<file path="config.mk">
export PLATFORM = sky130hd
export DESIGN_NAME = multibuffer_write_arbiter
export DESIGN_NICKNAME = d
export VERILOG_FILES = /design/src/rtl/mbq_arb_pkg.sv /design/src/rtl/rr_priority_picker.sv /design/src/rtl/multibuffer_write_arbiter.sv
export SDC_FILE = /design/constraint.sdc
export NUM_CORES = 1
export LEC_CHECK = 0
export CAP_MARGIN = 0
export CORE_AREA = 2 2 266 268
export DETAILED_ROUTE_END_ITERATION = 12
export DIE_AREA = 0 0 268 270
export HOLD_SLACK_MARGIN = 0.08
export RECOVER_POWER = 25
export SLEW_MARGIN = 20
export SYNTH_ARGS = -nofsm -noshare
export SYNTH_HDL_FRONTEND = slang
export SYNTH_SLANG_ARGS = --single-unit
</file>
<file path="constraint.sdc">
create_clock -name clk -period 2.7 [get_ports clk]
set_clock_uncertainty 0.05 [all_clocks]
set_input_delay 0.54 -clock clk [delete_from_list [all_inputs] [get_ports clk]]
set_output_delay 0.54 -clock clk [all_outputs]
set_load 0.005 [all_outputs]
</file>
<file path="src/rtl/mbq_arb_pkg.sv">
// Shared types and helpers for the multibuffer queue write arbiter.
package mbq_arb_pkg;

   typedef enum logic {
      ST_IDLE  = 1'b0,
      ST_BURST = 1'b1
   } state_t;

   // Widest requester vector the helper below accepts.
   localparam int unsigned MAX_REQ = 32;

   // Index of the set bit of a one-hot vector; 0 when the vector is all-zero.
   function automatic int unsigned onehot_to_idx(input logic [MAX_REQ-1:0] onehot);
      int unsigned idx;
      idx = 0;
      for (int i = 0; i < int'(MAX_REQ); i++) begin
         if (onehot[i]) idx = unsigned'(i);
      end
      return idx;
   endfunction

endpackage

</file>
<file path="src/rtl/rr_priority_picker.sv">
// Combinational round-robin picker: first set request at or after ptr, wrapping modulo N.
module rr_priority_picker #(
   parameter int unsigned N = 4
) (
   input  logic [N-1:0]         req,
   input  logic [$clog2(N)-1:0] ptr,
   output logic                 found,
   output logic [$clog2(N)-1:0] idx,
   output logic [N-1:0]         onehot
);

   localparam int unsigned W = $clog2(N);

   // Scan from ptr upwards; the first hit wins.
   always_comb begin
      found  = 1'b0;
      idx    = '0;
      onehot = '0;
      for (int off = 0; off < int'(N); off++) begin
         if (!found && req[(int'(ptr) + off) % int'(N)]) begin
            found = 1'b1;
            idx   = W'((int'(ptr) + off) % int'(N));
            onehot[(int'(ptr) + off) % int'(N)] = 1'b1;
         end
      end
   end

endmodule

</file>
<file path="src/rtl/multibuffer_write_arbiter.sv">
// Round-robin burst arbiter sharing the queue write port among NUM_REQ producers.
// Optional per-requester beat counters are built when MBQ_ARB_STATS_EN is defined.
module multibuffer_write_arbiter
   import mbq_arb_pkg::*;
#(
   parameter int unsigned NUM_REQ    = 4,
   parameter int unsigned DATA_WIDTH = 128,
   parameter int unsigned BURST_LEN  = 16,
   parameter int unsigned STAT_WIDTH = 32
) (
   input  logic                          clk,
   input  logic                          rst_n,
   input  logic [NUM_REQ-1:0]            req_valid,
   input  logic [NUM_REQ*DATA_WIDTH-1:0] req_data,
   output logic [NUM_REQ-1:0]            req_accept,
   output logic [NUM_REQ-1:0]            grant,
   output logic                          q_write_en,
   output logic [DATA_WIDTH-1:0]         q_data_in,
   input  logic                          q_waitrequest,
   input  logic                          q_almost_full,
   input  logic [$clog2(NUM_REQ)-1:0]    stat_sel,
   output logic [STAT_WIDTH-1:0]         stat_count
);

   localparam int unsigned IDX_W = $clog2(NUM_REQ);
   localparam int unsigned CNT_W = $clog2(BURST_LEN);

   state_t             state;
   logic [IDX_W-1:0]   rr_ptr;
   logic [CNT_W-1:0]   beat_cnt;
   logic [IDX_W-1:0]   owner;
   logic [IDX_W-1:0]   ptr_next;
   logic               burst_end;
   logic               pick_found;
   logic [IDX_W-1:0]   unused_pick_idx;
   logic [NUM_REQ-1:0] pick_onehot;

   rr_priority_picker #(
      .N (NUM_REQ)
   ) u_picker (
      .req    (req_valid),
      .ptr    (rr_ptr),
      .found  (pick_found),
      .idx    (unused_pick_idx),
      .onehot (pick_onehot)
   );

   // Accept path, data mux and end-of-burst detection.
   always_comb begin
      owner      = IDX_W'(onehot_to_idx(MAX_REQ'(grant)));
      ptr_next   = (owner == IDX_W'(NUM_REQ - 1)) ? '0 : owner + 1'b1;
      req_accept = grant & req_valid & {NUM_REQ{~q_waitrequest}};
      q_write_en = |req_accept;
      q_data_in  = (|grant) ? req_data[int'(owner)*DATA_WIDTH +: DATA_WIDTH] : '0;
      // A stall never ends a burst; only the last beat or a dry owner does.
      burst_end  = (state == ST_BURST) &&
                   ((q_write_en && (beat_cnt == CNT_W'(BURST_LEN - 1))) ||
                    (!q_waitrequest && !(|(grant & req_valid))));
   end

   // Grant FSM: almost_full gates only the start of a burst.
   always_ff @(posedge clk or negedge rst_n) begin
      if (!rst_n) begin
         state    <= ST_IDLE;
         grant    <= '0;
         rr_ptr   <= '0;
         beat_cnt <= '0;
      end else begin
         case (state)
            ST_IDLE: begin
               if (pick_found && !q_almost_full) begin
                  grant    <= pick_onehot;
                  beat_cnt <= '0;
                  state    <= ST_BURST;
               end
            end
            ST_BURST: begin
               if (burst_end) begin
                  grant  <= '0;
                  rr_ptr <= ptr_next;
                  state  <= ST_IDLE;
               end else if (q_write_en) begin
                  beat_cnt <= beat_cnt + 1'b1;
               end
            end
         endcase
      end
   end

`ifdef MBQ_ARB_STATS_EN
   logic [STAT_WIDTH-1:0] stat_cnt [NUM_REQ];

   // Per-requester accepted-beat counters (wrapping) and registered readout.
   always_ff @(posedge clk or negedge rst_n) begin
      if (!rst_n) begin
         for (int i = 0; i < int'(NUM_REQ); i++) stat_cnt[i] <= '0;
         stat_count <= '0;
      end else begin
         for (int i = 0; i < int'(NUM_REQ); i++) begin
            if (req_accept[i]) stat_cnt[i] <= stat_cnt[i] + 1'b1;
         end
         stat_count <= stat_cnt[stat_sel];
      end
   end
`else
   logic unused_stat_sel;
   assign unused_stat_sel = ^stat_sel;
   assign stat_count      = '0;
`endif

endmodule

</file>
# [Word level (Yosys, flattened, before mapping)]
# Index checks and enable logic that the tools add are counted.
[classes] n_bitwise=10 mul=0 n_addsub=5 mux=42 n_reduce_logical=27 eq_ne=6 shifts=1 n_lt_le_gt_ge=8 n_div=0
[op_table] cell="variable part select 512 x 10 -> 128 bit" count=1
[op_table] cell="2-to-1 mux 128 bit" count=1
[op_table] cell="2-to-1 mux 4 bit" count=9
[op_table] cell="2-to-1 mux 1 bit" count=18
[op_table] cell="case mux 4 bit (2 select lines)" count=2
[op_table] cell="< comparator 3 x 4 -> 1 bit (second input constant)" count=3
[op_table] cell="OR 4 bit" count=3
[op_table] cell="OR reduction 4 bit" count=3
[op_table] cell="logical AND 1 bit" count=11
[op_table] cell=">= comparator 3 x 1 -> 1 bit (second input constant)" count=3
[op_table] cell="AND 4 bit" count=2
[op_table] cell="binary-select mux 1 bit (select 2 bit)" count=4
[op_table] cell="demux 1 bit (select 2 bit)" count=4
[op_table] cell="logical NOT 1 bit" count=6
[op_table] cell="2-to-1 mux 2 bit" count=3
[op_table] cell="inequality test 2 bit (second input constant)" count=3
[op_table] cell="OR reduction 2 bit" count=3
[op_table] cell="adder 2 x 1 -> 2 bit (second input constant)" count=2
[op_table] cell="adder 2 bit (second input constant)" count=2
[op_table] cell="adder 4 x 1 -> 4 bit (second input constant)" count=1
[op_table] cell="== test 4 bit (second input constant)" count=1
[op_table] cell="AND reduction 2 bit" count=2
[op_table] cell="AND 1 bit (first input constant)" count=3
[op_table] cell="< comparator 2 x 3 -> 1 bit (second input constant)" count=1
[op_table] cell="7 further kinds" count=8
[totals] mem_bits_rw=0 mem_bits_ro=0 regBits=11 input_bits=522 latchBits=0 mem_count=0

# [Depth between registers and ports, before layout]
[logic_depth] depth_word=17 ltp_mapped=8 depth_no_buf=7

# [Modules after synthesis]
# Synthesis repeated with hierarchy kept, for this count alone.
[hier_totals] cells_unflattened=855 hier_area_um2=5803.1
[by_module_without_submodules] module="multibuffer_write_arbiter" cells_per_inst=810 area_each_um2=5381.4 instances=1
[by_module_without_submodules] module="rr_priority_picker" cells_per_inst=45 area_each_um2=421.7 instances=1

# [Worst setup path after synthesis]
# Ideal clock, no wire load.
[synth_timing] path_type="flip-flop to flip-flop" from="register rr_ptr[1]" to="register grant[0]" arrival_ns=1.931 period_less_slack_ns=2.107 path_stages_with_launch=7 path_slack_ns=0.593 setup_time_ns=0.126 path_buffers=1 cell_sequence="dfrtp_1 > buf_2 > inv_1 > ha_1 > and4_2 > o31a_2 > a221o_1"
[synth_via] elab_chain_cells=15 elab_cells_between_ends=62 classes_between="add/sub: 3; order compare: 8; eq/ne: 1; mux: 29; bitwise: 6; reduce/logical: 15"
[synth_rtl] item="start, declared" line_no="multibuffer_write_arbiter.sv:29" source="logic [IDX_W-1:0] rr_ptr;"
[synth_rtl] item="start signal, assigned" line_no="multibuffer_write_arbiter.sv:80" source="rr_ptr <= ptr_next;"
[synth_rtl] item="adder 2 x 1 -> 2 bit / binary-select mux 1 bit (select 2 bit) (equally long branches)" line_no="rr_priority_picker.sv:20, rr_priority_picker.sv:23"
[synth_rtl] item="OR reduction 2 bit (no line) (tied with other cells)"
[synth_rtl] item="AND 1 bit (no line) / 2-to-1 mux 1 bit (equally long branches)"
[synth_rtl] item="< comparator 3 x 4 -> 1 bit (not written as such) (tied with other cells)" line_no="rr_priority_picker.sv:23" source="onehot[(int'(ptr) + off) % int'(N)] = 1'b1;"
[synth_rtl] item="logical AND 1 bit, on equally long branches" line_no="rr_priority_picker.sv:23, rr_priority_picker.sv:20"
[synth_rtl] item="2-to-1 mux 1 bit, on equally long branches" line_no="rr_priority_picker.sv:23, rr_priority_picker.sv:20"
[synth_rtl] item="demux 1 bit (select 2 bit) / logical NOT 1 bit (equally long branches)"
[synth_rtl] item="OR 4 bit (no line) / logical AND 1 bit (equally long branches)"
[synth_rtl] item="2-to-1 mux 4 bit / 2-to-1 mux 1 bit (equally long branches)" line_no="rr_priority_picker.sv:20" source="if (!found && req[(int'(ptr) + off) % int'(N)]) begin"
[synth_rtl] item="OR 4 bit (no line) / logical NOT 1 bit (equally long branches)"
[synth_rtl] item="2-to-1 mux 4 bit / logical AND 1 bit (equally long branches)" line_no="rr_priority_picker.sv:20"
[synth_rtl] item="OR 4 bit (no line) / 2-to-1 mux 1 bit (equally long branches)"
[synth_rtl] item="2-to-1 mux 4 bit / logical AND 1 bit (equally long branches)" line_no="rr_priority_picker.sv:20, multibuffer_write_arbiter.sv:71"
[synth_rtl] item="2-to-1 mux 4 bit / inequality test 2 bit (equally long branches)"
[synth_rtl] item="case mux 4 bit (2 select lines) / AND reduction 2 bit (equally long branches)"
[synth_rtl] item="end signal, assigned" line_no="multibuffer_write_arbiter.sv:72" source="grant <= pick_onehot;"
[synth_rtl] item="end, declared" line_no="multibuffer_write_arbiter.sv:16" source="output logic [NUM_REQ-1:0] grant,"
# Parallel ways exist; a longest one is shown, timed or not. The select of a mux whose other input is x is not followed.
# A chain may end at the register's enable or synchronous reset.

# [Worst setup path in the final report]
[layout_timing] from="register grant[1]" to="output port q_data_in[2]"
[layout_via] elab_chain_cells=5 elab_cells_between_ends=6 classes_between="shift: 1; mux: 4; reduce/logical: 1"
[layout_rtl] item="2-to-1 mux 1 bit" line_no="mbq_arb_pkg.sv:17" source="if (onehot[i]) idx = unsigned'(i);"
[layout_rtl] item="2-to-1 mux 2 bit (2 in a row)" line_no="mbq_arb_pkg.sv:17"
[layout_rtl] item="variable part select 512 x 10 -> 128 bit" line_no="multibuffer_write_arbiter.sv:54" source="q_data_in = (|grant) ? req_data[int'(owner)*DATA_WIDTH +: DATA_WIDTH] : '0;"
[layout_rtl] item="2-to-1 mux 128 bit (*)" line_no="multibuffer_write_arbiter.sv:54"
[layout_rtl] item="end, declared" line_no="multibuffer_write_arbiter.sv:18" source="output logic [DATA_WIDTH-1:0] q_data_in,"
# Mark *: on every way between the ends. The rest lies on a longest branch, timed or not.

==> results.cfg <==
[worst_hold_path]
hold_path_class = flip-flop to flip-flop

[placement]
pre_cts_slack_ps = -466
place_inst = 2593
place_congestion = 0.815
portBuffers = 656
detailed_place_hpwl_mm = 34.0
post_dp_cell_area_sq_mm = 0.0141

[logic_synthesis]
syn_inst = 996
synth-async-reset-ratio = 1.00
ys_types = 35
synth_ff_type = dfrtp_1
yosysSeqAreaShare = 0.0465
synth_seq_cells = 11
syn_area_sq_mm = 0.00592
synth_warnings = 0
synth_area_per_cell_sq_um = 5.95
synth-edff-count = 0

[die]
die_area_sq_mm = 0.0724
die_y_um = 270
rows = 97
core_area_sq_mm = 0.0695
ios = 691
die_x_um = 268
initial_core_util = 0.0852

[power]
power_frac_clock = 0.025
peakVddDrop_mv = 0.467
p_sw_frac = 0.449
p_per_area_mw_per_mm2 = 742
combPwrFrac = 0.942
p_int_w = 0.00602
p_sw_w = 0.00491
seqPwrFrac = 0.033
p_leak_nw = 5.78

[finish]
nNetsFinal = 2229
final_cells = 2640
fin_area_sq_mm = 0.0147
area_delta_synth_final_pct = 148
drive_gt1_frac = 0.122

[route]
drt_pass1_iterations = 4
wl_mm = 41.3
drc_errors = 0
num_vias = 9386
drtIter0Drc = 262
vias_per_cell = 3.56
drtAntennaViolNets = 0
avgRoutedWirePerCell_um = 15.7

[cts]
clockRootBuffer = clkbuf_16
cts.clk_slew.worst_paths_ps = 50
h-tree-depth = 1
cts-buffers-inserted = 3
clock_path_buffers = 2
cts.sinks = 11
tritoncts = yes
ctsHoldBuffers = 0
clock_latency_ps = 240

[sta]
max_slew_margin = 0.419
min_period_over_period = 0.997
fin_crit_ps = 2690
grt_setup_unrepaired = yes
worst_pin_slew_ps = 866
fmax_mhz = 371
setup_tns_ps = 0
finalSetupViolations = 0
slew_violations = 0
worst_slack_ps = 7.44
hold_violations = 0

[global_route]
antenna_found_initial = 7
grt_usage = 0.104
top_usage_layer = met2
gr-total-overflow = 0
use_met1 = 0.119
grt_pass1_vias = 9132
met2_usage = 0.194
grtUsageMet3 = 0.0170
grt_max_degree = 48
grt_pass1_wl_mm = 56.4

[worst_setup_path]
required_ps = 2110
critPathKind = flip-flop to output pin
cp.arrival_ps = 2100
r2r_slack_ps = 370
crit_fanout = 21
start_kind = flip-flop
end_kind = output pin

[outcome]
status = finished clean

[run]
maxCapViolCount = 0
-- worst max-delay path: stages (launching register included) --
cell	delay, ps
dfrtp_4	500
buf_4	160
buf_16	170
buf_4	200
mux2i_1	110
o21ai_0	170
nand2b_1	90
a21oi_1	170
dlygate4sd2_1	250
-- area by class of cell --
class / count / area (sq um)
diodes: 2 / 5.00
clock buffers: 3 / 75.1
clock inverters: 1 / 5.00
fillers: 7875 / 54800
inverters: 6 / 22.5
multi-input cells: 886 / 5200
flip-flops and latches: 11 / 287
well taps: 940 / 1180
repair buffers: 791 / 7950
-- power by group through the flow --
stage / sequential, W / clock (W) / combinational, W
6_report: 0.000355 / 0.000276 / 0.0103
5_1_grt: 0.000369 / 0.000292 / 0.0113
4_1_cts: 0.000359 / 0.000278 / 0.00990
3_5_place_dp: 0.000355 / 0 / 0.00956
3_3_place_gp: 0.000355 / 0 / 0.00961
2_1_floorplan: 0.000286 / 0 / 0.00416
-- registers in the layout, summed over array words and instances, names as in the netlist --
register	count
beat_cnt	4
rr_ptr	2
state	1
grant	4
-- repair_timing --
action | 4_1_cts | 5_1_grt
setup buffers | 16 | 18
cloned | 4 | 3
pin swaps | 6 | 3
endpoints found under the setup margin | 125 | 82
resized for setup | 214 | 142
-- metal layers --
layer  vias to the layer above  wire [um]
met3                        41       2850
met1                      4156      16800
li1                       4731          -
met4                         0       1150
met2                       458      20600
met5                         -          0
-- metrics by stage --
| stage | power [W] | hold WS (ps) | util |
|---|---|---|---|
| 3_5_place_dp | 0.00992 | 467 | 0.202 |
| 3_3_place_gp | 0.00996 | 476 | 0.202 |
| 2_1_floorplan | 0.00445 | 194 | - |
| 6_report | 0.0109 | 478 | 0.212 |
| 4_1_cts | 0.0105 | 480 | 0.207 |
| 5_1_grt | 0.0119 | 516 | 0.212 |
-- kinds of logic after synthesis --
| kind of cell | Yosys count | synth area share |
|---|---|---|
| muxes | 141 | 0.239 |
| AOI/OAI and AO/OA | 288 | 0.258 |
| other | 1 | 0.000633 |
| adders and majority gates | 8 | 0.0169 |
| buffers and inverters | 130 | 0.113 |
| DFF | 11 | 0.0465 |
| and+or+nand+nor | 417 | 0.326 |
-- worst paths after layout --
kind,end,cells past startpoint,start
hold reg to reg,beat_cnt[1],1,beat_cnt[1]
min in group asynchronous,state,1,rst_n
hold / removal,beat_cnt[1],1,beat_cnt[1]
max in group asynchronous,grant[1],1,rst_n
setup reg to reg,grant[0],8,grant[1]
setup / recovery,q_data_in[2],8,grant[1]
-- synthesized netlist by cell type, drive strengths merged (2+ instances only) --
master	n	area, sq um
nand2	262	983
mux2i	138	1380
o21ai	136	681
a21oi	131	656
nand2b	130	813
buf	84	495
clkbuf	40	150
dfrtp	11	275
nor2	10	37.5
ha	8	100
a31oi	6	43.8
inv	6	22.5
nand3	6	30.0
a221o	4	40.0
o211ai	4	30.0
mux2	3	33.8
nor4	3	18.8
nor3	2	15.0
-- placed cells by master, fill, tap and decap left out, types with 16 or more instances in the layout --
cell	Yosys	routed
clkbuf_2	0	25
buf_6	0	25
nand2b_1	130	130
conb_1	1	32
clkdlybuf4s50_1	0	524
mux2i_1	138	134
o21ai_0	136	90
buf_12	0	23
dlygate4sd2_1	0	47
a21oi_1	131	115
o21ai_1	0	44
buf_4	32	76
nand2_1	262	262
a21oi_2	0	16
clkdlybuf4s15_1	0	36
No activity file was read; power rests on OpenSTA's default activity.
